<file path="src/rtl/riscv_pkg.sv">
// Shared RV32I pipeline definitions: data width, bubble encoding, reset PC
// and the instruction-fetch state encoding.
package riscv_pkg;

  localparam int unsigned XLEN = 32;

  localparam logic [XLEN-1:0] NOP_INSTR = 32'h0000_0013;
  localparam logic [XLEN-1:0] RESET_PC  = 32'h0000_0000;

  typedef enum logic [1:0] {
    FETCH = 2'd0,
    WAIT  = 2'd1,
    HOLD  = 2'd2,
    DRAIN = 2'd3
  } fetch_state_t;

endpackage

</file>
<file path="src/rtl/if_fetch_stage.sv">
// RV32I instruction-fetch stage: owns the PC, keeps at most one imem request
// outstanding, holds {pc, instr} for IF/ID and flushes on EX redirects.
module if_fetch_stage #(
  parameter logic [31:0] RESET_PC  = riscv_pkg::RESET_PC,
  parameter logic [31:0] NOP_INSTR = riscv_pkg::NOP_INSTR
) (
  input  logic        clk,
  input  logic        reset,
  input  logic        stall,
  input  logic        redirect,
  input  logic [31:0] redirect_pc,
  output logic        imem_req,
  output logic [31:0] imem_addr,
  input  logic        imem_rvalid,
  input  logic [31:0] imem_rdata,
  output logic [31:0] pc_out,
  output logic [31:0] instr_out,
  output logic        instr_valid
);
  import riscv_pkg::*;

  fetch_state_t state, state_next;

  logic [31:0] pc_reg;
  logic [31:0] pc_inc;
  logic [31:0] target;
  logic        consume;

  assign pc_inc  = pc_reg + 32'd4;
  assign target  = redirect_pc & ~32'd3;
  assign consume = (state == HOLD) && !redirect && !stall;

  always_ff @(posedge clk) begin
    if (reset) state <= FETCH;
    else       state <= state_next;
  end

  always_comb begin
    state_next = state;
    case (state)
      FETCH: state_next = redirect ? DRAIN : WAIT;
      WAIT: begin
        // A redirect coinciding with the response retires the stale request at once.
        if (redirect)         state_next = imem_rvalid ? FETCH : DRAIN;
        else if (imem_rvalid) state_next = HOLD;
      end
      HOLD: begin
        if (redirect)    state_next = FETCH;
        else if (!stall) state_next = WAIT;
      end
      DRAIN: if (imem_rvalid) state_next = FETCH;
      default: state_next = FETCH;
    endcase
  end

  // The consuming HOLD cycle issues the next sequential fetch directly.
  always_comb begin
    imem_req  = 1'b0;
    imem_addr = pc_reg;
    if (!reset) begin
      if (state == FETCH) begin
        imem_req = 1'b1;
      end else if (consume) begin
        imem_req  = 1'b1;
        imem_addr = pc_inc;
      end
    end
  end

  always_ff @(posedge clk) begin
    if (reset) begin
      pc_reg      <= RESET_PC;
      pc_out      <= '0;
      instr_out   <= NOP_INSTR;
      instr_valid <= 1'b0;
    end else begin
      case (state)
        FETCH: if (redirect) pc_reg <= target;
        WAIT: begin
          if (redirect) begin
            pc_reg <= target;
          end else if (imem_rvalid) begin
            instr_out   <= imem_rdata;
            pc_out      <= pc_reg;
            instr_valid <= 1'b1;
          end
        end
        HOLD: begin
          if (redirect) begin
            pc_reg      <= target;
            instr_valid <= 1'b0;
            instr_out   <= NOP_INSTR;
          end else if (!stall) begin
            pc_reg      <= pc_inc;
            instr_valid <= 1'b0;
            instr_out   <= NOP_INSTR;
          end
        end
        DRAIN: if (redirect) pc_reg <= target;
        default: ;
      endcase
    end
  end

endmodule

</file>
<file path="config.mk">
export PLATFORM = sky130hd
export DESIGN_NAME = if_fetch_stage
export DESIGN_NICKNAME = d
export VERILOG_FILES = /design/src/rtl/riscv_pkg.sv /design/src/rtl/if_fetch_stage.sv
export SDC_FILE = /design/constraint.sdc
export NUM_CORES = 1
export LEC_CHECK = 0
export ABC_AREA = 1
export BUFFER_PORTS_ARGS = -buffer_cell sky130_fd_sc_hd__buf_2
export CAP_MARGIN = 15
export CORE_MARGIN = 2
export CORE_UTILIZATION = 49
export DETAILED_ROUTE_END_ITERATION = 10
export PLACE_DENSITY = 0.78
export RECOVER_POWER = 100
export SLEW_MARGIN = 10
export SYNTH_ARGS = -nofsm -noshare
export SYNTH_HDL_FRONTEND = slang
export SYNTH_SLANG_ARGS = --single-unit
</file>
<file path="constraint.sdc">
create_clock -name clk -period 2 [get_ports clk]
set_input_delay 0.5 -clock clk [delete_from_list [all_inputs] [get_ports clk]]
set_output_delay 0.5 -clock clk [all_outputs]
set_load 0.02 [all_outputs]
</file>
Word-level counts from Yosys, hierarchy flattened:

Index checks and enable logic that the tools add are counted.

* memory bits (read-only): 0
* bits of input ports: 69
* memories: 0
* word-level logic and storage cells: 55
* register bits after elaboration: 99
* memory bits (writable): 0
* latch bits: 0

* magnitude comparators: 0
* eq/ne operators: 9
* div/mod/pow operators: 0
* muxes and demuxes: 28
* $mul: 0
* bitwise operators: 1
* shift-type cells: 0
* reduce and logical (&&, ||, !) cells: 11
* add/subtract/negate cells: 1

Operator list (number)
* 2-to-1 mux 32 bit: 10
* one-hot mux 32 bit (2 select lines): 2
* adder 32 x 3 -> 32 bit, second input constant: 1
* 2-to-1 mux 2 bit: 7
* one-hot mux 2 bit (4 select lines): 1
* 2-to-1 mux 1 bit: 7
* != test 2 bit, second input constant: 3
* != test 3 bit, second input constant: 2
* AND reduction 3 bit: 2
* == test 2 bit, second input constant: 2
* AND reduction 4 bit: 1
* OR reduction 3 bit: 1
* == test 2 x 1 -> 1 bit, second input constant: 1
* logical AND 1 bit: 2
* zero test 1 bit: 2
* zero test 2 bit: 1
* != test 2 x 1 -> 1 bit, second input constant: 1
* one-hot mux 1 bit (2 select lines): 1
* AND reduction 2 bit: 1
* nonzero test 2 bit: 1
* NOT 1 bit: 1

Depth between registers and ports, before layout:

Gate-level depths: netlist of run 1.

* word-level depth: 6
* mapped depth: 11
* gate-level depth less buffers: 10

Worst setup path after synthesis of run 1:

Ideal clock, no wire load.

* path type: input-to-output
* start: input reset
* end: output imem_addr[25]
* path slack: -0.219 ns
* required time: 1.500 ns
* data arrival time: 1.719 ns
* stages on the path: 6
* buffers on the path: 2
* cell sequence: buf_2 -> clkinv_1 -> nand2_2 -> inv_2 -> buf_4 -> o21ai_0

* cells in the longest elaborated chain, start to end: 1

RTL lines
* from (decl): line if_fetch_stage.sv:8 `input logic reset,`
* 2-to-1 mux 32 bit: line if_fetch_stage.sv:60 `if (!reset) begin`
* to (decl): line if_fetch_stage.sv:13 `output logic [31:0] imem_addr,`

Every way passes these cells.

Worst setup path in the final report of run 1:

* start: register pc_reg[3]
* end: output imem_addr[20]

* cells in the longest elaborated chain, start to end: 4

RTL lines
* from (decl): line if_fetch_stage.sv:24 `logic [31:0] pc_reg;`
* from (signal assigned): line if_fetch_stage.sv:78 `FETCH: if (redirect) pc_reg <= target;`
* from (signal assigned): line if_fetch_stage.sv:81 `pc_reg <= target;`
* from (signal assigned): line if_fetch_stage.sv:90 `pc_reg <= target;`
* adder 32 x 3 -> 32 bit: line if_fetch_stage.sv:29 `assign pc_inc = pc_reg + 32'd4;`
* 2-to-1 mux 32 bit: line if_fetch_stage.sv:63 `end else if (consume) begin`
* 2-to-1 mux 32 bit: line if_fetch_stage.sv:61 `if (state == FETCH) begin`
* 2-to-1 mux 32 bit: line if_fetch_stage.sv:60

Every way passes these cells.

==> results of run 1 <==
-- report_power, final --
group,internal (mW),switching (mW)
clock,0.509,0.836
sequential,2.03,0.114
combinational,0.523,0.789
-- repair_timing --
item | CTS | global route
hold endpoints to repair | 0 | 0
resized for setup | 92 | 60
setup endpoints to repair | 31 | 32
buffers inserted | 14 | 8
cloned | 3 | 2
pin swaps | 26 | 21
-- synth_stat cells, types with 7 or more instances --
cell	count
a21oi_1	70
buf_2	11
buf_4	14
clkbuf_1	16
dfxtp_1	95
inv_1	43
inv_2	11
nand2_1	270
nand3_1	22
nor2_1	60
nor2_2	7
o21ai_0	67
o21ai_1	11
xor2_1	13
-- cells in the final DEF (no fill, tap or decap), types with 13 or more instances in the layout --
cell type and n:
buf_4 61, nand3_1 18, nand2_2 14, nand2_1 253, dfxtp_1 79, dfxtp_2 13, inv_1 44, nor2_1 54
clkbuf_1 64, buf_2 68, o21ai_0 62, a21oi_1 69, buf_6 21, nor2_4 13
-- stage by stage --
stage	std cells	hold slack [ns]	utilization, %	power [mW]	setup WS (ns)
3_3_place_gp	1047	0.4459	61.52	3.258	-0.06090
6_report	1085	0.3318	70.72	4.802	-0.4738
3_5_place_dp	1047	0.4497	61.52	3.266	-0.07323
2_1_floorplan	753	0.4737	-	2.875	-0.06280
5_1_grt	1085	0.3121	70.72	5.042	-0.5631
4_1_cts	1080	0.3208	68.61	4.742	-0.4047
-- critical path: cells and delay by family, from the launching register on --
family	cells	cell delay [ns]
and+or+nand+nor	8	0.85
adders and majority gates	1	0.15
DFF	1	0.38
buffers and inverters	1	0.13
AOI/OAI and AO/OA	1	0.07
-- worst max path at each step --
stage | from | end | cells past startpoint | slack (ns)
2_1_floorplan | reset | imem_addr[19] | 6 | -0.06
3_5_place_dp | pc_reg[2] | imem_addr[24] | 10 | -0.07
3_3_place_gp | pc_reg[2] | imem_addr[24] | 10 | -0.06
4_1_cts | pc_reg[2] | imem_addr[12] | 9 | -0.40
6_report | pc_reg[3] | imem_addr[20] | 11 | -0.47
5_1_grt | pc_reg[3] | imem_addr[20] | 11 | -0.56
-- cells by family after synthesis --
kind of cell	Yosys count	synth area share (%)
simple gates	375	31.08
buf+inv	100	9.522
fa+ha+maj	1	0.2566
flops	95	39.01
other cells	1	0.07693
xor+xnor	16	2.875
compound gates	162	17.17
-- cell type report --
type / count / area [sq um] / share of cell area [%]
multi-input cells: 558 / 2813 / 40.88
flip-flops and latches: 95 / 1929 / 28.04
repair buffers: 228 / 1548 / 22.49
inverters: 55 / 219.0 / 3.182
well taps: 133 / 166.4 / 2.419
clock buffers: 9 / 123.9 / 1.800
clock inverters: 7 / 81.33 / 1.182
-- routing by layer --
| layer | part of all wire (%) | wire length (microns) | global-route usage (%) |
|---|---|---|---|
| met2 | 49 | 7653 | 45.70 |
| met4 | 1.6 | 255 | 10.33 |
| met5 | 0 | 0 | 0 |
| met3 | 7.6 | 1198 | 5.098 |
| met1 | 42 | 6601 | 34.45 |
==> impl_metrics.tcl, run 1 <==
set metrics [dict create \
    status "finished, violations left" \
    violations "negative setup slack" \
    finalClockSkew_ns 0.01265 \
    synthFlopType "dfxtp_1" \
    max_stage_delay_ns 0.38 \
    min_from "imem_rdata[1]" \
    cts_buffers 9 \
    yosys-top-cells-area "dfxtp_1, nand2_1, a21oi_1, o21ai_0, nor2_1" \
    ant_nets 0 \
    die_w_microns 103.7 \
    drt_pass1_iterations 5 \
    synth.avg_cell_area_sq_um 6.500 \
    fin_setup_tns_ns -13.54 \
    drive_gt1_share_pct 28.36 \
    die-area_sq_um 10760 \
    maxSlewHeadroom_pct 50.04 \
    worstSetupEndpointType "primary output" \
    r2r-start "state[1]" \
    drt_iter0_markers 458 \
    crit_slowest_cell "dfxtp_4" \
    synth_seq_area_share_pct 39.01 \
    setup_viol 61 \
    ff2ff_setup_slack_ns -0.20 \
    max-vdd-ir-drop_mv 0.3881 \
    n_fill_cell 846 \
    placed_area_sq_um 5986 \
    r2r_end "instr_out[3]" \
    path_cells "ha_4 -> nand2_4 -> nor2_4 -> nand2_4 -> nor2_4 -> nand2_1 -> nand2_1 -> nand2_2 -> nand2_2 -> o21ai_2 -> buf_6" \
    crit_type "reg2out" \
    holdPathStages 3 \
    drt-total-wl_microns 15710 \
    syn_inst 750 \
    powerDensity_nw_per_um2 697.9 \
    dp_hpwl_microns 9514 \
    p_leak_nw 3.100 \
    min_path_type "in2reg" \
    layout-area-overhead-vs-synth_pct 41.14 \
    initial_core_util_pct 50.10 \
    netlist_area_sq_um 4875 \
    worstSkewPairLatency_ns 0.38 \
    worst_slack_ns -0.4738 \
    synth.distinct_cells 31 \
    synth_top_area_share_pct 39.01 \
    synth_largest_area_cell "dfxtp_1" \
    finalCritPeriodShare_pct 123.7 \
    startpoint_type "flip-flop" \
    hold_viol_final 0 \
    yosys_warnings 0 \
    cts_tree "done" \
    critPathArrivalTime_ns 1.97 \
    diodes 0 \
    required_ns 1.50 \
    max_freq_ghz 0.4042 \
    grt_use_total_pct 27.10 \
    clk_pin_slew_ns 0.11 \
    ys_ff_latch 95 \
    antenna_found_initial 0 \
    boundaryPins 167 \
    finalCriticalPeriod_ns 2.474 \
    ys_async_sr_fraction_pct 0 \
    ff2ff_path_depth 11 \
    portBuffers 160 \
    gp_congestion 0.9518 \
    die_y_microns 103.7 \
    grt_max_degree 64 \
    gr-total-overflow 0 \
    core_area_sq_um 9729 \
    holdBufCountCts 0 \
    maxCapViolCount 0 \
    rows 36 \
    avgRoutedWirePerCell_microns 14.48 \
    largest_reg_flops 32 \
    critPathMaxFanout 5 \
    num_vias 5543 \
    drc 0 \
    slew_viol_final 0 \
    root_buffer "clkbuf_8" \
    synth-edff-count 0 \
    viasPerCell 5.109 \
    clock-sinks 95 \
    layout.nets 1017 \
    grt_setup_unrepaired "true" \
    min_to "instr_out[1]" \
    grt_pass1_vias 5044 \
    htreeDepth 3 \
    tightest_slew_ns 0.7494 \
    cts_buffer_depth 2 \
    stdcell_area_sq_um 6880 \
    grt_first_pass_wirelength_microns 24140 \
]
(Power assumes the default switching activity.)
==> inputs of run 2 (changes only) <==
--- a/config.mk
+++ b/config.mk
@@ -11,7 +11,7 @@
 export CORE_MARGIN = 2
 export CORE_UTILIZATION = 49
 export DETAILED_ROUTE_END_ITERATION = 10
-export PLACE_DENSITY = 0.78
+export PLACE_DENSITY = 0.8
 export RECOVER_POWER = 100
 export SLEW_MARGIN = 10
 export SYNTH_ARGS = -nofsm -noshare
==> impl_metrics.tcl, run 2 (same netlist as run 1, synthesis figures left out) <==
set metrics [dict create \
    die-area_sq_um 10760 \
    powerDensity_nw_per_um2 706.6 \
    placed_cells 1049 \
    comb_power_share_pct 27.5 \
    ff2ff_setup_slack_ns -0.21 \
    busiest_layer "met2" \
    cts_buffer_depth 2 \
    min_to "instr_out[0]" \
    setup_viol 62 \
    r2r-start "state[1]" \
    grt_setup_unrepaired "true" \
    layout-area-overhead-vs-synth_pct 41.30 \
    worst_slack_ns -0.4403 \
    final_common_cell "nand2_1" \
    multi_input_comb_area_sq_um 2848 \
    slew_viol_final 0 \
    root_buffer "clkbuf_8" \
    grt_max_degree 64 \
    drive_gt1_share_pct 30.89 \
    min_from "imem_rdata[0]" \
    critPathArrivalTime_ns 1.94 \
    grt_pass1_vias 5242 \
    maxCapViolCount 0 \
    boundaryPins 167 \
    final_cell_mix "nand2_1, dfxtp_1, a21oi_1, buf_2, buf_4" \
    largest_reg_flops 32 \
    drt_pass1_iterations 5 \
    drc 0 \
    p_sw_share_pct 34.94 \
    finalCritPeriodShare_pct 122.0 \
    core_area_sq_um 9729 \
    max-vdd-ir-drop_mv 0.3997 \
    p_sw_mw 1.700 \
    grt_util_met1_pct 35.18 \
    register_area_sq_um 1933 \
    clock-sinks 95 \
    critPathMaxFanout 5 \
    hold_viol_final 0 \
    crit_type "reg2out" \
    drt-total-wl_microns 16250 \
    maxSlewHeadroom_pct 59.03 \
    tightest_slew_ns 0.6146 \
    finalClockSkew_ns 0.01170 \
    startpoint_type "flip-flop" \
    fin_cells 1088 \
    use_met3_pct 6.167 \
    layout.nets 1020 \
    avgRoutedWirePerCell_microns 14.93 \
    finalCriticalPeriod_ns 2.440 \
    hold-worst-slack_ns 0.3462 \
    portBuffers 160 \
    cts_tree "done" \
    status "finished, violations left" \
    grt_first_pass_wirelength_microns 24890 \
    rows 36 \
    gr-total-overflow 0 \
    num_vias 5630 \
    fin_setup_tns_ns -16.58 \
    violations "negative setup slack" \
    min_path_type "in2reg" \
    clkPwrFrac_pct 28.4 \
    ff2ff_path_depth 11 \
    viasPerCell 5.175 \
    max_freq_ghz 0.4098 \
    dp_hpwl_microns 10060 \
    gp_congestion 0.9264 \
    worstSkewPairLatency_ns 0.38 \
    met2_usage_pct 47.45 \
    clk_pin_slew_ns 0.10 \
    die_y_microns 103.7 \
    critPathLaunch "pc_reg[3]" \
    drt_iter0_markers 524 \
    internal-power_mw 3.166 \
    holdPathStages 3 \
    p_leak_nw 3.077 \
    die_w_microns 103.7 \
    required_ns 1.50 \
    ant_nets 0 \
    grt_use_total_pct 28.25 \
    worstSetupEndpointType "primary output" \
    initial_core_util_pct 50.10 \
    seq_power_share_pct 44.1 \
    r2r_end "instr_out[16]" \
    n_fill_cell 833 \
    holdBufCountCts 0 \
    diodes 0 \
    htreeDepth 3 \
    antenna_found_initial 0 \
    cts_buffers 9 \
]
==> run 2: changes by cell type in the layout (fill, tap and decap cells not counted), moves of 3 or more <==
cell,previous run,this run
buf_16,3,0
buf_4,61,65
buf_6,21,27
dfxtp_1,79,74
dfxtp_2,13,19
nand2_1,253,245
nand2_2,14,26
nand2_4,8,4
nor2_1,54,49
nor2_2,5,11
==> run 2: power groups by stage <==
| stage | clock (mW) | sequential (mW) | combinational [mW] |
|---|---|---|---|
| CTS | 1.37 | 2.13 | 1.25 |
| finish | 1.38 | 2.15 | 1.34 |
| global placement | 0 | 2.16 | 1.11 |
| detailed placement | 0 | 2.17 | 1.11 |
| floorplan | 0 | 2.24 | 0.635 |
| global route | 1.48 | 2.16 | 1.45 |
==> run 2: area by class of cell <==
| class | count | area share, % |
|---|---|---|
| multi-input combinational | 558 | 41.34 |
| sequential | 95 | 28.07 |
| timing repair buffer | 231 | 22.13 |
| inverter | 55 | 3.106 |
| tap | 133 | 2.416 |
| clock buffer | 10 | 1.853 |
| clock inverter | 6 | 1.090 |
==> run 2: metrics by stage <==
step	area (sq um)	power, mW	worst slack (ns)	util (%)
2_1_floorplan	4886	2.875	-0.06280	-
4_1_cts	6671	4.753	-0.3741	68.57
6_report	6888	4.867	-0.4403	70.79
5_1_grt	6888	5.090	-0.5436	70.79
3_3_place_gp	6013	3.268	-0.09486	61.81
3_5_place_dp	6013	3.280	-0.08866	61.81
==> run 2: how the worst max path moves through the flow <==
stage                          to  cells after the start
floorplan           imem_addr[19]                      6
global placement    imem_addr[16]                      9
detailed placement  imem_addr[16]                      9
CTS                 imem_addr[20]                     10
global route        imem_addr[21]                     10
finish              imem_addr[26]                     11
==> run 2: worst max-delay path, stage by stage, from the launching register on <==
cell and delay (ns):
dfxtp_4 0.39, ha_4 0.17, nand2_4 0.06, nor2_4 0.14, nand2_4 0.11, nor2_4 0.21
nand2_1 0.08, nand2_1 0.06, nand2_1 0.07, nand2_1 0.08, o21ai_2 0.06, buf_6 0.13
==> run 2: repair_timing <==
| action | CTS | global route |
|---|---|---|
| resized for setup | 93 | 80 |
| setup buffers | 17 | 10 |
| cloned | 1 | 1 |
| endpoints found under the setup margin | 31 | 62 |
| pin swaps | 27 | 35 |
==> run 2: per-layer routing <==
layer,part of all wire [%],routed length (microns)
met1,41,6657
met2,48,7850
met3,8.2,1333
met4,2.5,408
met5,0,0
